File: src/rtl/song_sequencer.sv
// Song player: walks an external song ROM note by note, times each note and drives the tone generator.
// Optional macro SONG_SEQ_TEMPO_EN adds a tempo_shift input that shortens the note unit by 2^tempo_shift.
//
// state | meaning
// IDLE  | waiting for start
// FETCH | waiting ROM_LAT cycles for the addressed note, then capturing it
// PLAY  | note sounding (or rest) for (length+1) units
// GAP   | silence between notes
module song_sequencer #(
  parameter int SONG_W      = 3,
  parameter int IDX_W       = 21,
  parameter int WHOLE_TICKS = 50_000_000,
  parameter int GAP_TICKS   = 500_000,
  parameter int ROM_LAT     = 1,
  parameter int CNT_W       = 32
) (
  input  logic              clk,
  input  logic              rst_n,
  input  logic              start,
  input  logic              stop,
  input  logic              pause,
  input  logic              loop,
  input  logic [SONG_W-1:0] song_sel,
  output logic [SONG_W-1:0] rom_song,
  output logic [IDX_W-1:0]  rom_idx,
  input  logic [2:0]        rom_octave,
  input  logic [2:0]        rom_note,
  input  logic [3:0]        rom_length,
  input  logic [2:0]        rom_full_note,
  input  logic [IDX_W-1:0]  rom_track,
`ifdef SONG_SEQ_TEMPO_EN
  input  logic [1:0]        tempo_shift,
`endif
  output logic              tone_valid,
  output logic [2:0]        tone_octave,
  output logic [2:0]        tone_note,
  output logic              busy,
  output logic              done,
  output logic [IDX_W-1:0]  note_idx
);

  localparam int               LAT_W    = (ROM_LAT > 1) ? $clog2(ROM_LAT) : 1;
  localparam logic [LAT_W-1:0] LAT_INIT = LAT_W'(ROM_LAT - 1);
  localparam bit               GAP_EN   = (GAP_TICKS > 0);
  localparam logic [CNT_W-1:0] GAP_INIT = CNT_W'(GAP_EN ? GAP_TICKS - 1 : 0);
  localparam logic [CNT_W-1:0] WHOLE_C  = CNT_W'(WHOLE_TICKS);

  typedef enum logic [1:0] {IDLE, FETCH, PLAY, GAP} state_t;

  state_t           state;
  logic [LAT_W-1:0] lat_cnt;
  logic [CNT_W-1:0] unit_m1;
  logic [CNT_W-1:0] unit_cnt;
  logic [3:0]       rep_cnt;
  logic [CNT_W-1:0] gap_cnt;
  logic [IDX_W-1:0] track_q;
  logic             is_rest;

  logic [3:0]       shamt;
  logic [CNT_W-1:0] shifted;
  logic [CNT_W-1:0] unit_m1_c;
  logic [IDX_W:0]   idx_inc;
  logic             last_note;
  logic             play_end;
  logic             advance;

`ifdef SONG_SEQ_TEMPO_EN
  assign shamt = {1'b0, rom_full_note} + {2'b00, tempo_shift};
`else
  assign shamt = {1'b0, rom_full_note};
`endif

  // Unit length clamps to one cycle when the shift empties the whole-note count.
  assign shifted   = WHOLE_C >> shamt;
  assign unit_m1_c = (shifted == '0) ? '0 : shifted - CNT_W'(1);

  assign idx_inc   = {1'b0, rom_idx} + (IDX_W+1)'(1);
  assign last_note = idx_inc >= {1'b0, track_q};
  assign play_end  = (unit_cnt == '0) && (rep_cnt == '0);
  assign advance   = !pause && (((state == PLAY) && play_end && !GAP_EN) ||
                                ((state == GAP) && (gap_cnt == '0)));

  always_ff @(posedge clk) begin
    if (!rst_n) begin
      state       <= IDLE;
      lat_cnt     <= '0;
      unit_m1     <= '0;
      unit_cnt    <= '0;
      rep_cnt     <= '0;
      gap_cnt     <= '0;
      track_q     <= '0;
      is_rest     <= 1'b0;
      rom_song    <= '0;
      rom_idx     <= '0;
      tone_valid  <= 1'b0;
      tone_octave <= '0;
      tone_note   <= '0;
      busy        <= 1'b0;
      done        <= 1'b0;
      note_idx    <= '0;
    end else begin
      done <= 1'b0;
      if (stop) begin
        state       <= IDLE;
        busy        <= 1'b0;
        tone_valid  <= 1'b0;
        tone_octave <= '0;
        tone_note   <= '0;
      end else begin
        case (state)
          IDLE: begin
            if (start) begin
              rom_song <= song_sel;
              rom_idx  <= '0;
              lat_cnt  <= LAT_INIT;
              busy     <= 1'b1;
              state    <= FETCH;
            end
          end
          FETCH: begin
            if (lat_cnt != '0) begin
              lat_cnt <= lat_cnt - LAT_W'(1);
            end else if (rom_track == '0) begin
              done  <= 1'b1;
              busy  <= 1'b0;
              state <= IDLE;
            end else begin
              track_q     <= rom_track;
              unit_m1     <= unit_m1_c;
              unit_cnt    <= unit_m1_c;
              rep_cnt     <= rom_length;
              is_rest     <= (rom_note == 3'd7);
              tone_valid  <= (rom_note != 3'd7);
              tone_octave <= rom_octave;
              tone_note   <= rom_note;
              note_idx    <= rom_idx;
              state       <= PLAY;
            end
          end
          PLAY: begin
            if (pause) begin
              tone_valid <= 1'b0;
            end else if (unit_cnt != '0) begin
              unit_cnt   <= unit_cnt - CNT_W'(1);
              tone_valid <= !is_rest;
            end else if (rep_cnt != '0) begin
              rep_cnt    <= rep_cnt - 4'd1;
              unit_cnt   <= unit_m1;
              tone_valid <= !is_rest;
            end else if (GAP_EN) begin
              gap_cnt    <= GAP_INIT;
              tone_valid <= 1'b0;
              state      <= GAP;
            end
          end
          GAP: begin
            if (!pause && (gap_cnt != '0)) gap_cnt <= gap_cnt - CNT_W'(1);
          end
          default: state <= IDLE;
        endcase

        // Next-note selection, shared by the end of PLAY (no gap) and the end of GAP.
        if (advance) begin
          tone_valid <= 1'b0;
          if (!last_note) begin
            rom_idx <= idx_inc[IDX_W-1:0];
            lat_cnt <= LAT_INIT;
            state   <= FETCH;
          end else if (loop) begin
            rom_idx <= '0;
            lat_cnt <= LAT_INIT;
            state   <= FETCH;
          end else begin
            done  <= 1'b1;
            busy  <= 1'b0;
            state <= IDLE;
          end
        end
      end
    end
  end

endmodule

File: config.mk
export PLATFORM = sky130hd
export DESIGN_NAME = song_sequencer
export DESIGN_NICKNAME = d
export VERILOG_FILES = /design/src/rtl/song_sequencer.sv
export SDC_FILE = /design/constraint.sdc
export NUM_CORES = 1
export LEC_CHECK = 0
export CORE_UTILIZATION = 53
export DETAILED_ROUTE_END_ITERATION = 6
export HOLD_SLACK_MARGIN = 0.12
export PLACE_DENSITY = 0.86
export SETUP_SLACK_MARGIN = 0.3
export SYNTH_ARGS = -nofsm -noshare
export SYNTH_HDL_FRONTEND = slang
export SYNTH_SLANG_ARGS = --single-unit
File: constraint.sdc
create_clock -name clk -period 6.4 [get_ports clk]
set_input_delay 1.28 -clock clk [delete_from_list [all_inputs] [get_ports clk]]
set_output_delay 1.28 -clock clk [all_outputs]
set_load 0.02 [all_outputs]
==> results.cfg, run 1 <==
[status]
status = finished, final reports clean

[yosys]
synthesis.nets = 1260
synth_cell_types = 61
avgSynthCellArea_sq_um = 7.71
yosys-top-cells-count = dfxtp_1 (179), nand2_1 (174), a21oi_1 (140)
synth-seq-area-share = 0.392
yosysMostFrequentCell = dfxtp_1
yosysWarnings = 0
yosys.area.top_type_share = 0.392
syn_area_sq_mm = 0.00914
synthTopCellsByArea = dfxtp_1 (39%), a21oi_1 (7.7%), nand2_1 (7.1%), nor2_1 (4.5%), ha_1 (4.4%)
syn-instance-count = 1185
synth-main-ff-cell = dfxtp_1
synth_top_area_cell = dfxtp_1
synth-edff-count = 0
ys_async_sr_fraction = 0
ys_ff_latch = 179

[worst_setup_path]
end_kind = flip-flop
required_ns = 6.78
path_cells = nand3_1 > or4_1 > or3_1 > nor2_1 > xor2_1 > ha_1 > a2111o_1 > o21ai_0 > o2111ai_1 > nor4_2 > a22o_1
start_kind = flip-flop
crit_path_top_delay_cell = nor4_2
crit_arrival_ns = 4.98
cpPeakStageDelay_ns = 1.05
crit_path_max_fanout = 13
critPathKind = flip-flop to flip-flop

[sta]
rsz0062_at_grt = false
fin_crit_sh = 0.719
hold_viol_final = 0
setup_violations = 0
maxSlewHeadroom = 0.195
slew_violations = 0
setup_tns_ns = 0
timing.fmax_mhz = 217
tightestPinTransition_ns = 1.20
period_needed_ns = 4.60
finalClockSkew_ns = 0.0128

[clock_network]
cts_buffers = 17
clk_pin_slew_worst_paths_ns = 0.07
clk_path_buf_depth = 2
cts.repair.resized = 0
post-cts-setup-buffers = 0
postCtsHoldBufs = 0
root_buffer = clkbuf_16
clk_latency_ns = 0.44
cts_tree = done
htreeDepth = 4
clock_sinks = 179

[min_path]
worstHoldPathType = flip-flop to flip-flop

[floorplan]
start_util = 0.547
die_h_um = 133
io_pins = 97
num_rows = 47
die_w_um = 133
design.core.area_sq_mm = 0.0167
die-area_sq_mm = 0.0178

[final_layout]
drive_above_1_share = 0.0536
regArea_sq_mm = 0.00358
area_growth_pct = 18.3
diodes = 0
multi_input_area_sq_mm = 0.00513
fillers = 1407
final_nets = 1312

[power]
combPwrFrac = 0.163
power_leakage_nw = 4.00
irDropWorstVdd_v = 0.000218
power_mw = 2.66
pwr-share-seq = 0.433
power.density_mw_per_mm2 = 246
p_switching_mw = 0.812
power_frac_clock = 0.404
p_int_mw = 1.84
p_sw_frac = 0.306

[drt]
drt_iter0_drc = 793
ant_nets = 0
postRouteWirelength_mm = 24.9
vias = 9013
avgRoutedWirePerCell_um = 17.0
firstDrtPassIters = 6
viasPerCell = 6.13
drcViolationCount = 0

[placed_design]
hpwl_mm = 16.6
gp_congestion = 0.887
io_buffers = 96

[run]
drv_cap = 0

[grt]
antenna_found_initial = 0
grt_pass1_vias = 8424
grt_pass1_wl_mm = 41.2
grt_start_max_net_pins = 64
grt-ovfl-total = 0
grt_use_total = 0.286
[path summary, 6_finish.rpt]
check	slack [ns]	depth (start not counted)	end	from
worst max-delay path	1.80	11	rom_idx[1]	rom_idx[0]
worst max register to register	1.80	11	rom_idx[1]	rom_idx[0]
worst min register to register	0.45	2	note_idx[5]	note_idx[5]
worst min-delay path	0.45	2	note_idx[5]	note_idx[5]
[cell type report]
| cell class | count | area share |
|---|---|---|
| Sequential cell | 179 | 0.332 |
| Clock inverter | 15 | 0.0171 |
| Clock buffer | 17 | 0.0394 |
| Inverter | 44 | 0.0153 |
| Tap cell | 220 | 0.0255 |
| Multi-Input combinational cell | 888 | 0.475 |
| Timing Repair Buffer | 107 | 0.0966 |
[per-stage QoR]
step / area (sq um) / hold slack [ns] / setup WS, ns / cells / util
2_1_floorplan: 9140 / 0.426 / 2.37 / 1185 / -
3_3_place_gp: 10200 / 0.441 / 2.09 / 1438 / 0.611
3_5_place_dp: 10200 / 0.447 / 1.91 / 1438 / 0.611
4_1_cts: 10800 / 0.457 / 1.86 / 1470 / 0.647
5_1_grt: 10800 / 0.473 / 1.49 / 1470 / 0.647
6_report: 10800 / 0.454 / 1.80 / 1470 / 0.647
[routing by layer]
metal,track usage,vias to the layer above,share of wire
li1,-,4336,-
met5,0,-,0
met1,0.361,4223,0.43
met4,0.122,0,0.027
met3,0.0628,56,0.077
met2,0.469,398,0.47
[power groups by stage]
stage / Clock (mW) / Combinational [mW] / Sequential [mW]
2_1_floorplan: 0 / 0.304 / 1.18
3_3_place_gp: 0 / 0.410 / 1.18
3_5_place_dp: 0 / 0.419 / 1.18
4_1_cts: 1.09 / 0.421 / 1.15
5_1_grt: 1.14 / 0.477 / 1.15
6_report: 1.07 / 0.432 / 1.15
[cell families (layout without fill, tap and decap cells)]
| kind of cell | count (synthesis) | in the layout | synth area share |
|---|---|---|---|
| compound gates | 313 | 313 | 0.210 |
| xor+xnor | 39 | 39 | 0.0374 |
| fa+ha+maj | 32 | 32 | 0.0438 |
| buf+inv | 118 | 183 | 0.0500 |
| flops | 179 | 179 | 0.392 |
| mux | 6 | 6 | 0.00657 |
| simple gates | 498 | 498 | 0.260 |
[registers in the layout, summed over array words and instances (netlist names)]
signal,flops
state,2
gap_cnt,32
unit_m1,32
lat_cnt,1
rom_song,3
done,1
unit_cnt,32
note_idx,21
track_q,21
tone_valid,1
is_rest,1
rep_cnt,4
tone_octave,3
tone_note,3
rom_idx,21
busy,1
[worst max-delay path, delay by kind of cell, from the launching register on]
kind	cells	cell delay, ns
AND/OR/NAND/NOR	5	2.45
AO/OA/AOI/OAI	4	1.07
flip-flops	1	0.51
adder cells (fa/ha/maj)	1	0.29
XOR/XNOR	1	0.21
[cells in the final DEF, fill, tap and decap left out, types with 6 or more instances in the layout]
cell type,netlist,layout
a211oi_1,12,12
ha_1,32,31
nor4_1,25,24
nand4_1,21,21
xnor2_1,12,12
nor3_1,43,43
o31ai_1,6,6
o21ai_0,67,66
or3_1,15,15
a21oi_1,140,140
nand2_1,174,174
and3_1,11,11
a31oi_1,9,9
mux2i_1,6,6
xor2_1,27,27
a21o_1,9,9
clkbuf_16,0,17
nor2_1,110,109
nand2b_1,11,11
inv_1,44,43
buf_4,1,11
nand3_1,34,33
dfxtp_1,179,179
or4_1,20,20
clkdlybuf4s50_1,0,96
a32o_1,11,11
a22o_1,14,14
or2_2,9,9
(Power assumes the default switching activity.)
==> run 2: changes to the inputs <==
--- a/config.mk
+++ b/config.mk
@@ -5,10 +5,10 @@
 export SDC_FILE = /design/constraint.sdc
 export NUM_CORES = 1
 export LEC_CHECK = 0
-export CORE_UTILIZATION = 53
+export CORE_UTILIZATION = 52
 export DETAILED_ROUTE_END_ITERATION = 6
 export HOLD_SLACK_MARGIN = 0.12
-export PLACE_DENSITY = 0.86
+export PLACE_DENSITY = 0.88
 export SETUP_SLACK_MARGIN = 0.3
 export SYNTH_ARGS = -nofsm -noshare
 export SYNTH_HDL_FRONTEND = slang
==> constraint.sdc (replaced) <==
create_clock -name clk -period 3.9 [get_ports clk]
set_input_delay 0.78 -clock clk [delete_from_list [all_inputs] [get_ports clk]]
set_output_delay 0.78 -clock clk [all_outputs]
set_load 0.02 [all_outputs]
==> run 2 against run 1 <==
Clock skew is essentially flat. Critical path type unchanged. The run now ends with negative setup slack left. Critical path depth is 2 higher. Count of clock-buffer cells in the layout is the same. Core utilization increased by 1.1 points. Power up 66%.
==> results.cfg, run 2 (synthesis gave the netlist of run 1 again) <==
[placed_design]
io_buffers = 96
gp_congestion = 0.883
dpl_worst_slack_ns = 0.0207
placed_cell_area_sq_mm = 0.0104
hpwl_mm = 17.1

[grt]
grt_pass1_wl_mm = 42.2
grt_use_total = 0.289
grt-ovfl-total = 0
grt_pass1_vias = 8467
grt_start_max_net_pins = 61
antenna_found_initial = 0

[clock_network]
htreeDepth = 4
postCtsHoldBufs = 0
clock_sinks = 179
clk_pin_slew_worst_paths_ns = 0.07
root_buffer = clkbuf_16
clk_latency_ns = 0.44
cts_tree = done
clk_path_buf_depth = 2
cts_buffers = 17

[drt]
avgRoutedWirePerCell_um = 18.7
drt_iter0_drc = 1090
ant_nets = 0
postRouteWirelength_mm = 28.3
drcViolationCount = 0
viasPerCell = 6.29
firstDrtPassIters = 6
vias = 9533

[sta]
fin_ws_ns = -0.0782
finalClockSkew_ns = 0.0131
hold_viol_final = 0
maxSlewHeadroom = 0.347
period_needed_ns = 3.98
setup_violations = 20
slew_violations = 0
timing.fmax_mhz = 251
rsz0062_at_grt = true
tightestPinTransition_ns = 0.976
fin_crit_sh = 1.02

[worst_setup_path]
reg2reg_depth = 13
crit_arrival_ns = 4.31
end_kind = flip-flop
critPathKind = flip-flop to flip-flop
cpPeakStageDelay_ns = 0.53
required_ns = 4.23
crit_buf_inv = 1
r2r_end = rom_idx[19]
path_cells = nand3_4 > or4_4 > or3_4 > nor2_4 > xor2_2 > ha_1 > a2111o_1 > o21ai_2 > o2111ai_4 > nor2_2 > o221ai_2 > buf_4 > a22o_1
crit_path_max_fanout = 10
crit_path_top_delay_cell = or4_4
rrSetupSlack_ns = -0.08
cp_top_family = compound AO/OA/AOI/OAI gates
r2r-start = rom_idx[7]
start_kind = flip-flop

[power]
irDropWorstVdd_v = 0.000406
power.density_mw_per_mm2 = 388
power_leakage_nw = 4.25

[final_layout]
regArea_sq_mm = 0.00361
largest_registers = gap_cnt: 32 flops, unit_cnt: 32 flops, unit_m1: 32 flops
final_cell_mix = nand2_1 (172), dfxtp_1 (170), a21oi_1 (133)
final_nets = 1353
multi_input_area_sq_mm = 0.00531
area_growth_pct = 24.2
diodes = 0
fin_area_sq_mm = 0.0113
fillers = 1298
final_common_cell = nand2_1
drive_above_1_share = 0.113

[status]
status = complete, but fails checks
violations = negative setup slack

[floorplan]
start_util = 0.530
die_h_um = 135
num_rows = 48
die-area_sq_mm = 0.0181
io_pins = 97
design.core.area_sq_mm = 0.0172
die_w_um = 135

[min_path]
worstHoldPathType = flip-flop to flip-flop
worstHoldPathCells = 2
hold_path.startpoint = note_idx[16]
min_to = note_idx[16]

[run]
drv_cap = 0
## run 2: cell types whose count changed in the layout (fill, tap and decap cells not counted), moves of 6 or more
cell / previous run / this run
dfxtp_1: 179 / 170
buf_4: 11 / 48
a21oi_1: 140 / 133
dfxtp_4: 0 / 8
a21oi_2: 0 / 6
## run 2: layout make-up
class	count	area share
tap	225	0.0248
inverter	44	0.0146
sequential	179	0.319
multi-input combinational	888	0.468
timing repair buffer	148	0.122
clock inverter	15	0.0143
clock buffer	17	0.0375
## run 2: how the worst max path moves through the flow
| stage | startpoint | end | slack [ns] | depth (start not counted) |
|---|---|---|---|---|
| 2_1_floorplan | rom_idx[0] | rom_idx[5] | 0.31 | 13 |
| 3_3_place_gp | rom_idx[0] | rom_idx[5] | 0.13 | 12 |
| 3_5_place_dp | rom_idx[0] | rom_idx[5] | 0.02 | 12 |
| 4_1_cts | rom_idx[3] | rom_idx[17] | 0.29 | 12 |
| 5_1_grt | rom_idx[0] | rom_idx[11] | -0.16 | 17 |
| 6_report | rom_idx[7] | rom_idx[19] | -0.08 | 13 |
## run 2: what timing repair did
| action | CTS | global route |
|---|---|---|
| resized for setup | 11 | 33 |
| endpoints found under the setup margin | 20 | 36 |
| pin swaps | 6 | 10 |
| cloned | 0 | 2 |
| buffers inserted | 14 | 6 |
## run 2: power by group
group / switching [mW] / leakage (nW) / internal, mW
Combinational: 0.494 / 2.50 / 0.279
Clock: 0.830 / 0.291 / 0.914
Sequential: 0.0283 / 1.45 / 1.86
## run 2: worst register-to-register path, delay by kind of cell (launching register included)
kind            cells  cell delay [ns]
xor+xnor            1             0.23
compound gates      5             1.41
simple gates        5             1.37
flops               1             0.37
buf+inv             1             0.23
fa+ha+maj           1             0.28
## run 2: stage by stage
step | setup TNS, ns | instances | util | hold slack, ns | power, mW
floorplan | 0 | 1185 | - | 0.426 | 2.42
global placement | 0 | 1462 | 0.605 | 0.441 | 2.63
detailed placement | 0 | 1462 | 0.605 | 0.444 | 2.65
CTS | 0 | 1508 | 0.648 | 0.455 | 4.35
global route | -2.63 | 1516 | 0.658 | 0.476 | 4.54
finish | -0.988 | 1516 | 0.658 | 0.454 | 4.40
## run 2: per-layer routing
| metal | routed length, um | global-route usage |
|---|---|---|
| met2 | 13200 | 0.467 |
| met4 | 1370 | 0.120 |
| met3 | 2370 | 0.0522 |
| met1 | 11400 | 0.380 |
| met5 | 0 | 0 |
